==> config.mk <==
export PLATFORM = sky130hd
export DESIGN_NAME = tl_ul_channel_buffer
export DESIGN_NICKNAME = d
export VERILOG_FILES = /design/src/rtl/tl_ul_channel_buffer.sv
export SDC_FILE = /design/constraint.sdc
export NUM_CORES = 1
export LEC_CHECK = 0
export ABC_AREA = 1
export BUFFER_PORTS_ARGS = -buffer_cell sky130_fd_sc_hd__buf_2
export CAP_MARGIN = 5
export CORE_ASPECT_RATIO = 0.6
export CORE_MARGIN = 5
export CORE_UTILIZATION = 35
export CTS_BUF_LIST = sky130_fd_sc_hd__clkbuf_4 sky130_fd_sc_hd__clkbuf_8 sky130_fd_sc_hd__clkbuf_16
export CTS_CLUSTER_DIAMETER = 60
export CTS_CLUSTER_SIZE = 20
export DETAILED_ROUTE_END_ITERATION = 7
export PLACE_DENSITY = 0.56
export SYNTH_ARGS = -nofsm -noshare
export SYNTH_HDL_FRONTEND = slang
export SYNTH_HIERARCHICAL = 1
export SYNTH_SLANG_ARGS = --single-unit
==> constraint.sdc <==
create_clock -name clock -period 3.2 [get_ports clock]
set_clock_uncertainty 0.2 [all_clocks]
set_input_delay 0.64 -clock clock [delete_from_list [all_inputs] [get_ports clock]]
set_output_delay 0.64 -clock clock [all_outputs]
set_load 0.02 [all_outputs]
==> src/rtl/tl_ul_channel_buffer.sv <==
// Registered TileLink-UL A/D channel buffer with outstanding-request tracking and idle reporting.
// Optional same-cycle bypass of an empty FIFO when TL_BUF_FLOW_EN is defined.

module tl_ul_fifo #(
  parameter int DEPTH = 2,
  parameter int W     = 8
) (
  input  logic                       clock,
  input  logic                       reset,
  input  logic                       in_valid,
  output logic                       in_ready,
  input  logic [W-1:0]               in_bits,
  input  logic                       allow,
  output logic                       out_valid,
  input  logic                       out_ready,
  output logic [W-1:0]               out_bits,
  output logic [$clog2(DEPTH):0]     count
);

  localparam int PW = $clog2(DEPTH);
  localparam int CW = PW + 1;

  logic [W-1:0]  storage [DEPTH];
  logic [PW-1:0] wr_ptr;
  logic [PW-1:0] rd_ptr;
  logic          empty;
  logic          full;
  logic          in_fire;
  logic          push;
  logic          pop;

  assign empty    = (count == '0);
  assign full     = (count == CW'(DEPTH));
  // allow is derived from registered state only, so in_ready never depends on out_ready.
  assign in_ready = !full && allow;
  assign in_fire  = in_valid && in_ready;
  assign pop      = !empty && out_ready;

`ifdef TL_BUF_FLOW_EN
  logic bypass;
  // Gating with in_ready keeps a beat the input refuses from also appearing at the output.
  assign bypass    = empty && in_fire;
  assign out_valid = !empty || bypass;
  assign out_bits  = bypass ? in_bits : storage[rd_ptr];
  assign push      = in_fire && !(bypass && out_ready);
`else
  assign out_valid = !empty;
  assign out_bits  = storage[rd_ptr];
  assign push      = in_fire;
`endif

  always_ff @(posedge clock or negedge reset) begin
    if (!reset) begin
      wr_ptr <= '0;
      rd_ptr <= '0;
      count  <= '0;
      for (int i = 0; i < DEPTH; i++) storage[i] <= '0;
    end else begin
      if (push) begin
        storage[wr_ptr] <= in_bits;
        wr_ptr          <= wr_ptr + PW'(1);
      end
      if (pop) rd_ptr <= rd_ptr + PW'(1);
      case ({push, pop})
        2'b10:   count <= count + CW'(1);
        2'b01:   count <= count - CW'(1);
        default: count <= count;
      endcase
    end
  end

endmodule

module tl_ul_channel_buffer #(
  parameter int A_DEPTH      = 2,
  parameter int D_DEPTH      = 2,
  parameter int SIZE_W       = 2,
  parameter int SRC_W        = 1,
  parameter int MAX_INFLIGHT = 4
) (
  input  logic                              clock,
  input  logic                              reset,
  input  logic                              in_a_valid,
  output logic                              in_a_ready,
  input  logic [75+SIZE_W+SRC_W-1:0]        in_a_bits,
  output logic                              out_a_valid,
  input  logic                              out_a_ready,
  output logic [75+SIZE_W+SRC_W-1:0]        out_a_bits,
  input  logic                              in_d_valid,
  output logic                              in_d_ready,
  input  logic [39+SIZE_W+SRC_W-1:0]        in_d_bits,
  output logic                              out_d_valid,
  input  logic                              out_d_ready,
  output logic [39+SIZE_W+SRC_W-1:0]        out_d_bits,
  output logic [$clog2(MAX_INFLIGHT+1)-1:0] inflight,
  output logic                              idle
);

  localparam int AW = 75 + SIZE_W + SRC_W;
  localparam int DW = 39 + SIZE_W + SRC_W;
  localparam int IW = $clog2(MAX_INFLIGHT + 1);

  logic [$clog2(A_DEPTH):0] a_count;
  logic [$clog2(D_DEPTH):0] d_count;
  logic                     a_allow;
  logic                     a_out_fire;
  logic                     d_out_fire;

  // Requests still queued count against the limit so a full pipe cannot overshoot it.
  assign a_allow    = (32'(inflight) + 32'(a_count)) < 32'(MAX_INFLIGHT);
  assign a_out_fire = out_a_valid && out_a_ready;
  assign d_out_fire = out_d_valid && out_d_ready;
  assign idle       = (inflight == '0) && (a_count == '0) && (d_count == '0);

  tl_ul_fifo #(.DEPTH(A_DEPTH), .W(AW)) u_a_fifo (
    .clock     (clock),
    .reset     (reset),
    .in_valid  (in_a_valid),
    .in_ready  (in_a_ready),
    .in_bits   (in_a_bits),
    .allow     (a_allow),
    .out_valid (out_a_valid),
    .out_ready (out_a_ready),
    .out_bits  (out_a_bits),
    .count     (a_count)
  );

  tl_ul_fifo #(.DEPTH(D_DEPTH), .W(DW)) u_d_fifo (
    .clock     (clock),
    .reset     (reset),
    .in_valid  (in_d_valid),
    .in_ready  (in_d_ready),
    .in_bits   (in_d_bits),
    .allow     (1'b1),
    .out_valid (out_d_valid),
    .out_ready (out_d_ready),
    .out_bits  (out_d_bits),
    .count     (d_count)
  );

  // A response with nothing outstanding is still forwarded; the counter just holds at zero.
  always_ff @(posedge clock or negedge reset) begin
    if (!reset) begin
      inflight <= '0;
    end else if (a_out_fire && !d_out_fire) begin
      inflight <= inflight + IW'(1);
    end else if (d_out_fire && !a_out_fire && (inflight != '0)) begin
      inflight <= inflight - IW'(1);
    end
  end

endmodule

# [Word level (Yosys, flattened, before mapping)]
# Index checks and enable logic that the tools add are counted.
[word_totals] ramBits=0 regBits=251 latchBits=0 romBits=0 wordCells=80 out_inout_bits=128 n_memories=0 input_bits=126
[classes] bitwise=4 n_addsub=11 order_cmp=7 reduce_logical=25 multipliers=0 n_shift=0 muxes=16 n_div=0 n_eq_ne=6
[op_table] cell="$mux 78" n=4
[op_table] cell="$mux 42" n=4
[op_table] cell="$bwmux 156" n=1
[op_table] cell="$bwmux 84" n=1
[op_table] cell="$demux 78 s1" n=1
[op_table] cell="$demux 42 s1" n=1
[op_table] cell="$logic_and 1x1->1" n=12
[op_table] cell="$eq 2x2->1 const B" n=4
[op_table] cell="$ge 2x2->1 const B" n=4
[op_table] cell="$not 1->2" n=4
[op_table] cell="$pmux 2 s2" n=2
[op_table] cell="$logic_not 1->1" n=6
[op_table] cell="$mux 3" n=2
[op_table] cell="$reduce_bool 2->1" n=3
[op_table] cell="$add 1x1->1 const B" n=4
[op_table] cell="$add 2x1->2 const B" n=2
[op_table] cell="$add 3x2->4" n=1
[op_table] cell="$eq 2x1->1 const B" n=2
[op_table] cell="$logic_not 2->1" n=2
[op_table] cell="$lt 2x1->1 const B" n=2
[op_table] cell="$lt 4x3->1 const B" n=1
[op_table] cell="$sub 2x1->2 const B" n=2
[op_table] cell="$add 3x1->3 const B" n=1
[op_table] cell="$logic_not 3->1" n=1
[op_table] cell="2 further kinds" n=2

# [Longest topological paths before layout]
[depth] word_depth=8 depth_mapped=13 mapped_depth_nobuf=12

# [Cells and area by module]
# Netlist, hierarchy kept.
[modules_own_cells] module="tl_ul_fifo at u_a_fifo" seq_area_each_um2=4003.8 area_per_inst_um2=7529.7 instances=1 cells_each=971
[modules_own_cells] module="tl_ul_fifo at u_d_fifo" seq_area_each_um2=2202.1 area_per_inst_um2=4189.0 instances=1 cells_each=535
[modules_own_cells] module="tl_ul_channel_buffer" seq_area_each_um2=75.1 area_per_inst_um2=249.0 instances=1 cells_each=35

# [Least setup slack after synthesis]
# Ideal clock, no wire load.
[synth_path] kind="reg-to-output" start="register inflight[1]" end="output port in_a_ready" arrival_time_ps=1596 stages_incl_launch_ff=8 required_ps=2360 setup_slack_ps=764 path_buffers=1 path_cell_list="dfrtp_1 > ha_1 > nand3_1 > nand2_1 > inv_1 > inv_2 > a21oi_2 > clkbuf_1"
[synth_between] elab_chain_cells=3
[synth_rtl] item="start, declared" line_no="95" rtl="output logic [$clog2(MAX_INFLIGHT+1)-1:0] inflight,"
[synth_rtl] item="start signal, assigned" line_no="146" rtl="inflight <= inflight + IW'(1);"
[synth_rtl] item="start signal, assigned" line_no="148" rtl="inflight <= inflight - IW'(1);"
[synth_rtl] item="$add 3x2->4" line_no="110" rtl="assign a_allow = (32'(inflight) + 32'(a_count)) < 32'(MAX_INFLIGHT);"
[synth_rtl] item="$lt 4x3->1" line_no="110"
[synth_rtl] item="named net a_allow" line_no="105" rtl="logic a_allow;"
[synth_rtl] item="$logic_and 1x1->1" line_no="35" rtl="assign in_ready = !full && allow;"
[synth_rtl] item="end, declared" line_no="84" rtl="output logic in_a_ready,"
# The timed path passes the listed nets, and every way through them passes these cells.

# [Final worst setup path]
[layout_path] start="register u_a_fifo.count[1]" end="output port in_a_ready"
[layout_between] elab_chain_cells=3 word_cells_on_any_way=5 cone_classes="1 x add/sub; 1 x order compare; 1 x eq/ne; 2 x reduce/logical"
[layout_rtl] item="start, declared" line_no="17" rtl="output logic [$clog2(DEPTH):0] count"
[layout_rtl] item="start signal, assigned" line_no="65" rtl="2'b10: count <= count + CW'(1);"
[layout_rtl] item="start signal, assigned" line_no="66" rtl="2'b01: count <= count - CW'(1);"
[layout_rtl] item="start signal, assigned" line_no="67" rtl="default: count <= count;"
[layout_rtl] item="$add 3x2->4" line_no="110"
[layout_rtl] item="$lt 4x3->1" line_no="110"
[layout_rtl] item="named net a_allow" line_no="105"
[layout_rtl] item="$logic_and 1x1->1" line_no="35"
# The timed path passes the listed nets, and every way through them passes these cells.

==> impl_metrics.json <==
{
  "cts_num_sinks": 251,
  "synth_top_area_cells": "sky130_fd_sc_hd__dfrtp_1 52%, sky130_fd_sc_hd__nand2_1 27%, sky130_fd_sc_hd__nand4_1 13%",
  "synth_top_family_by_area": "simple AND/OR/NAND/NOR gates",
  "worst_ep_arrival_time_ns": 2.04,
  "detail-route-antenna-nets": 0,
  "num-nets-final": 1846,
  "design.portCount": 254,
  "synth_mux_area_share_pct": 0,
  "synth_edf_count": 0,
  "floorplan_die_area_um2": 38100,
  "track_usage_pct": 19.2,
  "synthesis.yosys.warnings": 6,
  "synth_seq_cells": 251,
  "detail_route.wl_per_cell_um": 17.5,
  "worstHoldPathType": "in -> reg",
  "synthTopCellsByCount": "866 x sky130_fd_sc_hd__nand2_1, 251 x sky130_fd_sc_hd__dfrtp_1, 242 x sky130_fd_sc_hd__nand4_1",
  "drive_above_1_share_pct": 19.3,
  "tritoncts_clock_tree": "built",
  "die_width_um": 249,
  "std_cell_rows": 52,
  "floorplan.initialDensity_pct": 35.5,
  "gp_routability_congestion": 0.788,
  "number_of_distinct_library_cells_after_synthesis": 27,
  "min_clock_period_post_route_ns": 2.88,
  "synth_xor_xnor_area_share_pct": 0.439,
  "netlist_area_um2": 12000,
  "critical_path_peak_fanout": 5,
  "ctsHoldBuffers": 1,
  "ys_dominant_reg_cell": "sky130_fd_sc_hd__dfrtp_1",
  "syn2layout_area_growth_pct": 19.6,
  "synthesis.instances": 1541,
  "synth_compound_area_share_pct": 0.251,
  "final_hpwl_dp_um": 22600,
  "post_synth_and_or_nand_nor_area_fraction_pct": 40.7,
  "vdd_drop_max_mv": 0.585,
  "port_buffers": 253,
  "worstPathRequired_ns": 2.36,
  "clk_root_buffer_cell": "sky130_fd_sc_hd__clkbuf_16",
  "grt-ovfl-total": 0,
  "hold_ws_ns": 0.173,
  "clock_path_buffers": 3,
  "max-cap-violations": 0,
  "post-route-period-util_pct": 89.9,
  "first_iter_violations": 990,
  "ys_async_sr_fraction_pct": 100,
  "synth-adder-area-share_pct": 0.481,
  "post-synth-top-count-cell": "sky130_fd_sc_hd__nand2_1",
  "cts.htree.levels": 1,
  "globalRouteMet3Util_pct": 3.67,
  "grt_antenna_before_repair": 5,
  "cts.repair_timing.setup_buffer_count": 0,
  "die_height_um": 153,
  "clock.fmax_mhz": 348,
  "detail_route.vias_per_cell": 5.08,
  "filler_cell_count": 3483,
  "total_leakage_power_nw": 8.06,
  "worst_slew_margin_rel_pct": 31.2,
  "grt-busiest-layer": "met2",
  "power.density_cell_area_nw_per_um2": 1140,
  "drt_first_pass_iters": 5,
  "report.final.setup_viol": 0,
  "timing.setup.tns_ns": 0,
  "dr_total_vias": 11100,
  "synth_top_area_share_pct": 52.5,
  "finalWirelength_um": 38200,
  "globalRouteMet1Util_pct": 28.1,
  "critical_path.startpoint_type": "register",
  "fraction_of_the_yosys_area_taken_by_sequential_cells_pct": 52.5,
  "grt_pass1_wl_um": 60800,
  "postCtsResizedCells": 0,
  "worst_skew_pair.late_latency_ns": 0.52,
  "grt.met2_usage_pct": 29.1,
  "outcome": "finished, final reports clean",
  "yosys.area.top_type": "sky130_fd_sc_hd__dfrtp_1",
  "tightest_pin_transition_ns": 1.03,
  "worst-setup-path-type": "reg -> out",
  "first_global_vias": 10500,
  "core_area_um2": 33700,
  "slew_violations": 0,
  "grt_setup_unrepaired": "false",
  "worst_setup_path_end_kind": "primary output",
  "grt_max_degree": 149,
  "cts.reportedPaths.clkPinSlew_ns": 0.09,
  "drc": 0,
  "final_hold_viol_count": 0,
  "syn_area_per_cell_um2": 7.77,
  "tritoncts.num_buffers": 21
}
==> per-layer routing <==
metal | up-vias | part of all wire (%)
li1 | 5382 | -
met1 | 5340 | 45
met2 | 346 | 46
met3 | 61 | 5.8
met4 | 4 | 2.9
met5 | - | 0.071
==> through the flow <==
step	instances	setup WS (ns)	power, mW	cell area (um2)	utilization [%]
final	2190	0.323	16.3	14300	42.5
after global routing	2190	0.172	17.6	14300	42.5
after CTS	2187	0.277	16.5	14300	42.4
after detailed placement	2151	0.854	13.6	13600	40.2
after global placement	2151	0.860	13.4	13600	40.2
after floorplan	1543	0.764	10.8	12000	-
==> critical path: stages, from the launching register on <==
cell and delay [ns]:
sky130_fd_sc_hd__dfrtp_1 0.45, sky130_fd_sc_hd__ha_1 0.30, sky130_fd_sc_hd__nand3_1 0.09, sky130_fd_sc_hd__nand2_1 0.05, sky130_fd_sc_hd__inv_1 0.14, sky130_fd_sc_hd__inv_2 0.06, sky130_fd_sc_hd__a21oi_4 0.20, sky130_fd_sc_hd__buf_2 0.23
==> cells in the final DEF (no fill, tap or decap) <==
cell                            instances
sky130_fd_sc_hd__nand2_2                4
sky130_fd_sc_hd__clkbuf_8               3
sky130_fd_sc_hd__nand3_2                1
sky130_fd_sc_hd__nor4_1                 1
sky130_fd_sc_hd__dfrtp_1              249
sky130_fd_sc_hd__nand4_1              242
sky130_fd_sc_hd__buf_4                 19
sky130_fd_sc_hd__nand3_1                5
sky130_fd_sc_hd__nand4_2                1
sky130_fd_sc_hd__bufinv_16              2
sky130_fd_sc_hd__buf_8                  1
sky130_fd_sc_hd__a21oi_4                2
sky130_fd_sc_hd__o21ai_1                1
sky130_fd_sc_hd__inv_2                  7
sky130_fd_sc_hd__dfrtp_2                2
sky130_fd_sc_hd__xor2_1                 4
sky130_fd_sc_hd__clkbuf_16             21
sky130_fd_sc_hd__xnor2_1                2
sky130_fd_sc_hd__nand2_1              866
sky130_fd_sc_hd__nand4_4                1
sky130_fd_sc_hd__nor2_2                 1
sky130_fd_sc_hd__diode_2                3
sky130_fd_sc_hd__clkinvlp_4             1
sky130_fd_sc_hd__ha_1                   3
sky130_fd_sc_hd__conb_1                 3
sky130_fd_sc_hd__or2_0                  1
sky130_fd_sc_hd__buf_2                251
sky130_fd_sc_hd__clkinv_4               1
sky130_fd_sc_hd__dlygate4sd3_1          1
sky130_fd_sc_hd__clkinv_1               1
sky130_fd_sc_hd__fa_1                   1
sky130_fd_sc_hd__inv_12                 3
sky130_fd_sc_hd__clkinv_8               2
sky130_fd_sc_hd__buf_12                 8
sky130_fd_sc_hd__inv_6                  2
sky130_fd_sc_hd__nor2_1                 1
sky130_fd_sc_hd__inv_1                 14
==> where the power goes <==
group	internal, mW	total, mW	leakage (nW)	switching (mW)
combinational	2.36	8.04	4.55	5.68
sequential	4.62	5.42	3.15	0.800
clock	1.50	2.85	0.358	1.36
total	8.48	16.3	8.06	7.84
==> area by class of cell <==
type	count	area, um2	area share [%]
Clock buffer	24	567	3.96
Inverter	22	82.6	0.577
Tap cell	459	574	4.01
Clock inverter	11	175	1.22
Antenna cell	3	7.51	0.0524
Multi-Input combinational cell	1140	5040	35.2
Timing Repair Buffer	280	1580	11.1
Sequential cell	251	6280	43.9
==> final timing paths <==
check                                        end                  start  depth (start not counted)  slack [ns]
setup / recovery                      in_a_ready      u_a_fifo/count[1]                          7        0.32
hold / removal              u_a_fifo/storage[42]          in_a_bits[42]                          3        0.17
setup reg to reg               u_a_fifo/count[1]      u_a_fifo/count[1]                         11        0.85
hold reg to reg            u_a_fifo/storage[148]  u_a_fifo/storage[148]                          2        0.28
max in group asynchronous   u_d_fifo/storage[12]                  reset                          3        1.65
min in group asynchronous   u_d_fifo/storage[40]                  reset                          2        0.35
==> flip-flops by register name, indices dropped and copies added, names as in the netlist <==
| register | cells |
|---|---|
| inflight | 3 |
| u_a_fifo/count | 2 |
| u_a_fifo/rd_ptr | 1 |
| u_a_fifo/storage | 156 |
| u_a_fifo/wr_ptr | 1 |
| u_d_fifo/count | 2 |
| u_d_fifo/rd_ptr | 1 |
| u_d_fifo/storage | 84 |
| u_d_fifo/wr_ptr | 1 |
==> cell families after synthesis <==
| kind of cell | after synthesis |
|---|---|
| and+or+nand+nor | 1124 |
| DFF | 251 |
| buffers and inverters | 152 |
| xor gates and xnor gates | 6 |
| adders and majority gates | 4 |
| AOI/OAI and AO/OA | 3 |
| other | 1 |
No activity file was read; power rests on OpenSTA's default activity.
